## src/rtl/tbus_arb_pkg.sv

```systemverilog
// tbus_arb_pkg: shared definitions for the tristate-bus arbiter.
//   state_e     - arbiter FSM state encoding (2 bits)
//   *_DEFAULT   - default parameter values for tbus_arbiter
//   cnt_width() - width of a saturating counter that must reach max_val
package tbus_arb_pkg;

  typedef enum logic [1:0] {
    IDLE  = 2'd0,
    GRANT = 2'd1,
    TURN  = 2'd2
  } state_e;

  localparam int N_DEFAULT       = 4;
  localparam int MAXHOLD_DEFAULT = 8;
  localparam int GAP_DEFAULT     = 1;

  function automatic int cnt_width(input int max_val);
    return (max_val < 1) ? 1 : $clog2(max_val + 1);
  endfunction

endpackage

```

## src/rtl/tbus_arbiter_rr_pick.sv

```systemverilog
// rr_pick: combinational round-robin picker.
//   REQ   [N]  - request vector
//   PTR   [OW] - index that has highest priority this round
//   VALID      - any request set
//   IDX   [OW] - first set REQ bit at or after PTR, wrapping modulo N
module rr_pick #(
  parameter int N  = 4,
  parameter int OW = $clog2(N)
) (
  input  logic [N-1:0]  REQ,
  input  logic [OW-1:0] PTR,
  output logic          VALID,
  output logic [OW-1:0] IDX
);

  logic [2*N-1:0] req_dbl;
  logic [N-1:0]   req_rot;
  logic [OW:0]    sum;

  // Rotating a doubled copy puts requester PTR at bit 0, so the lowest set
  // bit of req_rot is the round-robin winner.
  assign req_dbl = {REQ, REQ};
  assign req_rot = N'(req_dbl >> PTR);

  always_comb begin
    VALID = 1'b0;
    IDX   = '0;
    sum   = '0;
    // Scan from the far end so the lowest offset is the final assignment.
    for (int off = N - 1; off >= 0; off--) begin
      if (req_rot[off]) begin
        sum = {1'b0, PTR} + (OW+1)'(off);
        if (sum >= (OW+1)'(N)) begin
          sum = sum - (OW+1)'(N);
        end
        VALID = 1'b1;
        IDX   = sum[OW-1:0];
      end
    end
  end

endmodule

```

## src/rtl/tbus_arbiter.sv

```systemverilog
// tbus_arbiter: round-robin arbiter for a shared tristate bus of ivt1
// drivers. At most one GNT bit is ever high; tenures are capped at MAXHOLD
// cycles and separated by GAP all-off cycles plus one arbitration cycle.
//   CK    - clock, rising edge
//   R     - asynchronous active-high reset
//   REQ   - per-requester level request
//   GNT   - registered one-hot-or-zero enables (ivt1 E pins)
//   BUSY  - registered, high when any GNT bit is high
//   OWNER - registered index of the current or last grantee
// Build option: TBUS_ARB_PRIO0_EN gives requester 0 absolute priority at
// each arbitration (its tenure is still capped and followed by the gap).
//
// state | meaning
// IDLE  | bus free, pick a winner from REQ starting at PTR
// GRANT | GNT[OWNER] high, counting hold cycles
// TURN  | all GNT low for GAP cycles, REQ ignored
module tbus_arbiter
  import tbus_arb_pkg::*;
#(
  parameter int N       = N_DEFAULT,
  parameter int MAXHOLD = MAXHOLD_DEFAULT,
  parameter int GAP     = GAP_DEFAULT,
  parameter int OW      = $clog2(N)
) (
  input  logic          CK,
  input  logic          R,
  input  logic [N-1:0]  REQ,
  output logic [N-1:0]  GNT,
  output logic          BUSY,
  output logic [OW-1:0] OWNER
);

  localparam int HW = cnt_width(MAXHOLD);
  localparam int GW = cnt_width(GAP);

  state_e        state_q, state_d;
  logic [OW-1:0] ptr_q, ptr_d;
  logic [HW-1:0] hold_q, hold_d;
  logic [GW-1:0] gap_q, gap_d;
  logic [N-1:0]  gnt_q, gnt_d;
  logic          busy_q, busy_d;
  logic [OW-1:0] owner_q, owner_d;

  logic          pick_valid;
  logic [OW-1:0] pick_idx;
  logic          win_valid;
  logic [OW-1:0] win_idx;

  rr_pick #(.N(N), .OW(OW)) u_pick (
    .REQ   (REQ),
    .PTR   (ptr_q),
    .VALID (pick_valid),
    .IDX   (pick_idx)
  );

`ifdef TBUS_ARB_PRIO0_EN
  // REQ[0] set implies pick_valid, so only the index needs overriding.
  assign win_valid = pick_valid;
  assign win_idx   = REQ[0] ? '0 : pick_idx;
`else
  assign win_valid = pick_valid;
  assign win_idx   = pick_idx;
`endif

  always_comb begin
    state_d = state_q;
    ptr_d   = ptr_q;
    hold_d  = hold_q;
    gap_d   = gap_q;
    gnt_d   = gnt_q;
    owner_d = owner_q;
    unique case (state_q)
      IDLE: begin
        gnt_d = '0;
        if (win_valid) begin
          gnt_d[win_idx] = 1'b1;
          owner_d        = win_idx;
          hold_d         = HW'(1);
          state_d        = GRANT;
        end
      end
      GRANT: begin
        if (REQ[owner_q] && (hold_q < HW'(MAXHOLD))) begin
          hold_d = hold_q + HW'(1);
        end else begin
          gnt_d   = '0;
          ptr_d   = (owner_q == OW'(N - 1)) ? '0 : owner_q + OW'(1);
          gap_d   = GW'(1);
          state_d = TURN;
        end
      end
      TURN: begin
        gnt_d = '0;
        if (gap_q == GW'(GAP)) begin
          state_d = IDLE;
        end else begin
          gap_d = gap_q + GW'(1);
        end
      end
      default: begin
        gnt_d   = '0;
        state_d = IDLE;
      end
    endcase
    busy_d = |gnt_d;
  end

  always_ff @(posedge CK or posedge R) begin
    if (R) begin
      state_q <= IDLE;
      ptr_q   <= '0;
      hold_q  <= '0;
      gap_q   <= '0;
      gnt_q   <= '0;
      busy_q  <= 1'b0;
      owner_q <= '0;
    end else begin
      state_q <= state_d;
      ptr_q   <= ptr_d;
      hold_q  <= hold_d;
      gap_q   <= gap_d;
      gnt_q   <= gnt_d;
      busy_q  <= busy_d;
      owner_q <= owner_d;
    end
  end

  assign GNT   = gnt_q;
  assign BUSY  = busy_q;
  assign OWNER = owner_q;

endmodule

```

## config.mk

```make
export PLATFORM = sky130hd
export DESIGN_NAME = tbus_arbiter
export DESIGN_NICKNAME = d
export VERILOG_FILES = /design/src/rtl/tbus_arb_pkg.sv /design/src/rtl/tbus_arbiter_rr_pick.sv /design/src/rtl/tbus_arbiter.sv
export SDC_FILE = /design/constraint.sdc
export NUM_CORES = 1
export LEC_CHECK = 0
export CAP_MARGIN = 30
export CORE_MARGIN = 3
export CORE_UTILIZATION = 55
export CTS_CLUSTER_SIZE = 20
export DETAILED_ROUTE_END_ITERATION = 10
export PLACE_DENSITY = 0.91
export REMOVE_ABC_BUFFERS = 1
export SLEW_MARGIN = 30
export SYNTH_ARGS = -nofsm -noshare
export SYNTH_HDL_FRONTEND = slang
export SYNTH_SLANG_ARGS = --single-unit
```

## constraint.sdc

```tcl
create_clock -name CK -period 2.8 [get_ports CK]
set_input_delay 0.28 -clock CK [delete_from_list [all_inputs] [get_ports CK]]
set_output_delay 0.28 -clock CK [all_outputs]
set_load 0.02 [all_outputs]
```

== Word-level counts from Yosys, hierarchy flattened ==
Index checks and enable logic that the tools add are counted.

* Logic and storage cells: 75
* Output and inout bits: 7
* Register bits: 16

* Magnitude comparators: 8
* Reductions and logical operators: 11
* Eq/ne operators: 7
* $add $sub $neg: 10
* Mux-type cells: 30
* Bitwise operators: 1
* Shifts and indexed selects: 1

{| class="wikitable"
|+ Operators by type and width
! kind !! number
|-
| 2-bit two-way mux || 12
|-
| 4-bit two-way mux || 4
|-
| 4-bit case mux with 2 select lines || 2
|-
| 3-bit greater-or-equal comparator, second input constant || 3
|-
| 1-bit two-way mux || 8
|-
| 2-bit inequality test, second input constant || 4
|-
| 8-bit by 2-bit right shift with 4-bit output || 1
|-
| 2-bit by 1-bit subtractor with 2-bit output, second input constant || 4
|-
| 2-bit by 2-bit adder with 3-bit output, second input constant || 2
|-
| 2-bit by 3-bit less-than comparator with 1-bit output, second input constant || 2
|-
| 2-bit case mux with 3 select lines || 1
|-
| 2-bit AND reduction || 3
|-
| 3-bit AND reduction || 2
|-
| 4-bit by 1-bit adder with 4-bit output, second input constant || 1
|-
| 2-bit == test, second input constant || 2
|-
| 4-bit less-than comparator, second input constant || 1
|-
| 2-bit nonzero test || 2
|-
| 4-bit OR reduction || 1
|-
| 2-bit by 1-bit adder with 3-bit output, second input constant || 1
|-
| 2-bit by 3-bit greater-or-equal comparator with 1-bit output, second input constant || 1
|-
| 2-bit by 1-bit adder with 2-bit output, second input constant || 1
|-
| 1-bit binary-select mux with 2-bit select || 1
|-
| 1-bit demux with 2-bit select || 1
|-
| 2-bit by 1-bit == test with 1-bit output, second input constant || 1
|-
| 6 further kinds || 7
|}

== Longest topological paths before layout ==
* Depth after elaboration: 14
* Depth in mapped cells: 5
* Mapped depth without buffers: 4

== Modules after synthesis ==
Synthesis repeated with hierarchy kept, for this count alone.

* Cells, all modules: 77
* Area, all modules: 802.0 um^2

{| class="wikitable"
|+ Modules (own cells, without submodules)
! module !! area each (um^2) !! cells each !! times used !! sequential area each (um^2)
|-
| tbus_arbiter || 724.4 || 62 || 1 || 400.4
|-
| rr_pick || 77.6 || 15 || 1 || 0.0
|}

== Worst setup path before layout ==
Ideal clock, no wire load.

* Path type: reg2reg
* Start point: register owner_q[1] (netlist: OWNER[1])
* End point: register ptr_q[1]
* Clock period less this slack: 1.557 ns
* Library setup time: 0.125 ns
* Data arrival time: 1.432 ns
* Buffers on the path: 0
* Required time: 2.675 ns
* Setup slack: 1.243 ns
* Stages on the path, launching flop included: 4
* Cell sequence: dfrtp_1 > mux2i_1 > o221ai_2 > mux2_2

* Cells in the longest elaborated chain, start to end: 5

{| class="wikitable"
|+ RTL lines
! what !! line !! RTL
|-
| start: declaration || tbus_arbiter.sv:42 || <nowiki>logic [OW-1:0] owner_q, owner_d;</nowiki>
|-
| start signal: assignment || tbus_arbiter.sv:124 || <nowiki>owner_q <= owner_d;</nowiki>
|-
| 1-bit binary-select mux with 2-bit select || tbus_arbiter.sv:83 || <nowiki>if (REQ[owner_q] && (hold_q < HW'(MAXHOLD))) begin</nowiki>
|-
| 1-bit two-way mux (implied by the code) || tbus_arbiter.sv:83 ||
|-
| 1-bit logical AND || tbus_arbiter.sv:83 ||
|-
| 1-bit inverter (no line) || - ||
|-
| 2-bit AND reduction (no line) || - ||
|-
| end signal: assignment || tbus_arbiter.sv:119 || <nowiki>ptr_q <= ptr_d;</nowiki>
|-
| end: declaration || tbus_arbiter.sv:37 || <nowiki>logic [OW-1:0] ptr_q, ptr_d;</nowiki>
|}

Several ways; a longest one is shown, not always the timed one. The select of a mux whose other input is x is not followed.
A chain may end at the register's enable or synchronous reset.

== Worst setup path after layout ==
* Start point: register owner_q[0] (netlist: OWNER[0])
* End point: output OWNER[0]

{| class="wikitable"
|+ RTL lines
! what !! line !! RTL
|-
| end: declaration || tbus_arbiter.sv:30 || <nowiki>output logic [OW-1:0] OWNER</nowiki>
|}

No word-level cell between the ends.

==> results.ini <==
[outcome]
outcome = complete, no violations

[final_layout]
final_area_um2 = 986
diodes = 0
seqCellArea_um2 = 400
mostFrequentLayoutCells = dfrtp_1 (16), clkdlybuf4s50_1 (12), nand2_1 (9), inv_1 (6), a21oi_1 (6)
area_delta_synth_final_pct = 18.9
final_util = 0.730
multiInputGateArea_um2 = 402
fin_nets = 103
layout-drive-gt1-share = 0.118
n_fill_cell = 103
final_common_cell = dfrtp_1

[sta]
slew_headroom = 0.613
tns_ps = 0
worstMarginPinSlew_ps = 580
finalSetupViolCount = 0
fmax_mhz = 578
timing.final.crit_share = 0.618
period_needed_ps = 1730
fin_worst_skew_ps = 4.53
finalHoldViolations = 0
rsz0062_at_grt = no
whs_ps = 354
drv_slew = 0

[floorplanning]
rows = 13
io_pins = 13
die_y_um = 44.8
core-area_um2 = 1350
die_area_um2 = 2010
die_x_um = 44.8
start_util = 0.614

[route]
drtPass1Iterations = 4
vias_per_cell = 6.22
drt_iter0_drc = 33
detail-route-antenna-nets = 0
drt_wl_total_um = 1690
drc = 0
vias = 672
wl_per_cell_um = 15.6

[cts]
cts_hold_buf = 0
root_buffer = clkbuf_4
clkSinkCount = 16
cts_buffer_depth = 2
postCtsSetupRepairBufs = 0
clk_pin_slew_worst_paths_ps = 80
cts-buffers-inserted = 3
htree_levels = 1
cts-resized-gates = 0
clk_latency_ps = 280
cts_tree = built

[setup_path]
cp_top_family = buffers and inverters
cp-end-kind = output port
cpPeakStageDelay_ps = 660
worst_path_max_delay_cell = clkdlybuf4s50_1
cp_num_buf_inv = 1
critical_path_arrival_ps = 1450
cp_max_fo = 9
criticalPathCategory = flip-flop to output port
crit_required_ps = 2520
crit_chain = clkdlybuf4s50_1
cp-start-kind = flip-flop

[yosys]
synth_warnings = 0
yosys.area_share.simple = 0.190
synthAdderAreaFrac = 0.0302
synth_area_leaders = dfrtp_1 (48%), nand2_1 (4.1%), a21oi_1 (3.6%)
synth-edff-count = 0
synth_top_family_by_area = compound AO/OA/AOI/OAI gates
synth_ff_type = dfrtp_1
synth_xor_area_frac = 0
synth_top_area_frac = 0.483
synth_top_area_cell = dfrtp_1
synth.cell_area_um2 = 830
synth_compound_area_frac = 0.214
ys_seq_area_frac = 0.483
synth.avg_cell_area_um2 = 10.5
muxShareOfSynthArea = 0.0498
synthDistinctLibCells = 34
synth-seq-cells = 16
async_reset_ff_frac = 1.00
synth_cells = 79

[global_route]
grt_pass1_wl_um = 2820
grt_overflow = 0
busiest_layer = met2
met2_usage = 0.312
grtUsageMet1 = 0.244
grt_usage = 0.195
met3_usage = 0.0239
antenna_found_initial = 0
grt_max_degree = 17
grt_pass1_vias = 643

[power_and_ir_drop]
p_per_area_nw_per_um2 = 1060
report.power.total_uw = 1040
p_leak_uw = 0.000435
ir_drop_v = 0.000617

[placement]
dp_hpwl_um = 1300
gp_congestion = 0.795
placed_area_um2 = 963
port_buffers = 12

[run]
maxCapViolCount = 0

[min_path]
hp-class = primary input to asynchronous set/reset pin

## sequential cells by signal, summed over array words and instances, names as in the netlist
register / flops
GNT: 4
hold_q: 4
OWNER: 2
ptr_q: 2
state_q: 2
BUSY: 1
gap_q: 1
## cells in the mapped netlist, types with 2 or more instances
cell type and n:
inv_1 6, mux2i_1 3, a32o_1 2, nor2_1 2, nand2b_1 3, nor3_1 2
dfrtp_1 16, a21oi_1 6, nand2_1 9, o21ai_0 3, o31ai_1 3, ha_1 2
## stage by stage
step                setup slack, ps  cells
global route                   1020    108
floorplan                      1240     78
global placement                921    105
finish                         1070    108
CTS                            1060    108
detailed placement              859    105
## power breakdown
group	internal, uW	switching [uW]	leakage, uW
registers	321	100	0.000200
logic	239	269	0.000222
clock network	50.0	64.2	0.0000138
total	610	433	0.000435
## worst paths after layout
path,depth (start not counted),start,end,slack [ps]
worst min register to register,1,gap_q$_DFFE_PP0P_,state_q[1]$_DFFE_PP0P_,450
min in group CK,1,gap_q$_DFFE_PP0P_,state_q[1]$_DFFE_PP0P_,450
worst max-delay path,1,OWNER[0]$_DFFE_PP0P_,OWNER[0],1070
max in group asynchronous,2,R,GNT[3]$_DFF_PP0_,2060
worst max register to register,4,OWNER[0]$_DFFE_PP0P_,hold_q[2]$_DFFE_PP0P_,1210
worst min-delay path,2,R,hold_q[2]$_DFFE_PP0P_,350
## routing by layer
metal | part of all wire | vias to the layer above
met5 | 0 | -
met4 | 0.033 | 0
met3 | 0.046 | 7
met2 | 0.46 | 15
met1 | 0.45 | 328
li1 | - | 322
## cells by family (layout without fill, tap and decap cells)
logic type,Yosys count,count (layout)
DFF,16,16
buffers and inverters,7,21
and+or+nand+nor,28,28
adders and majority gates,2,2
AOI/OAI and AO/OA,22,22
muxes,4,4
## layout make-up
type	count	area share
Timing Repair Buffer	12	0.122
Multi-Input combinational cell	56	0.407
Sequential cell	16	0.406
Tap cell	15	0.0190
Clock buffer	3	0.0228
Inverter	6	0.0228
Power figures use the tool's default switching activity.
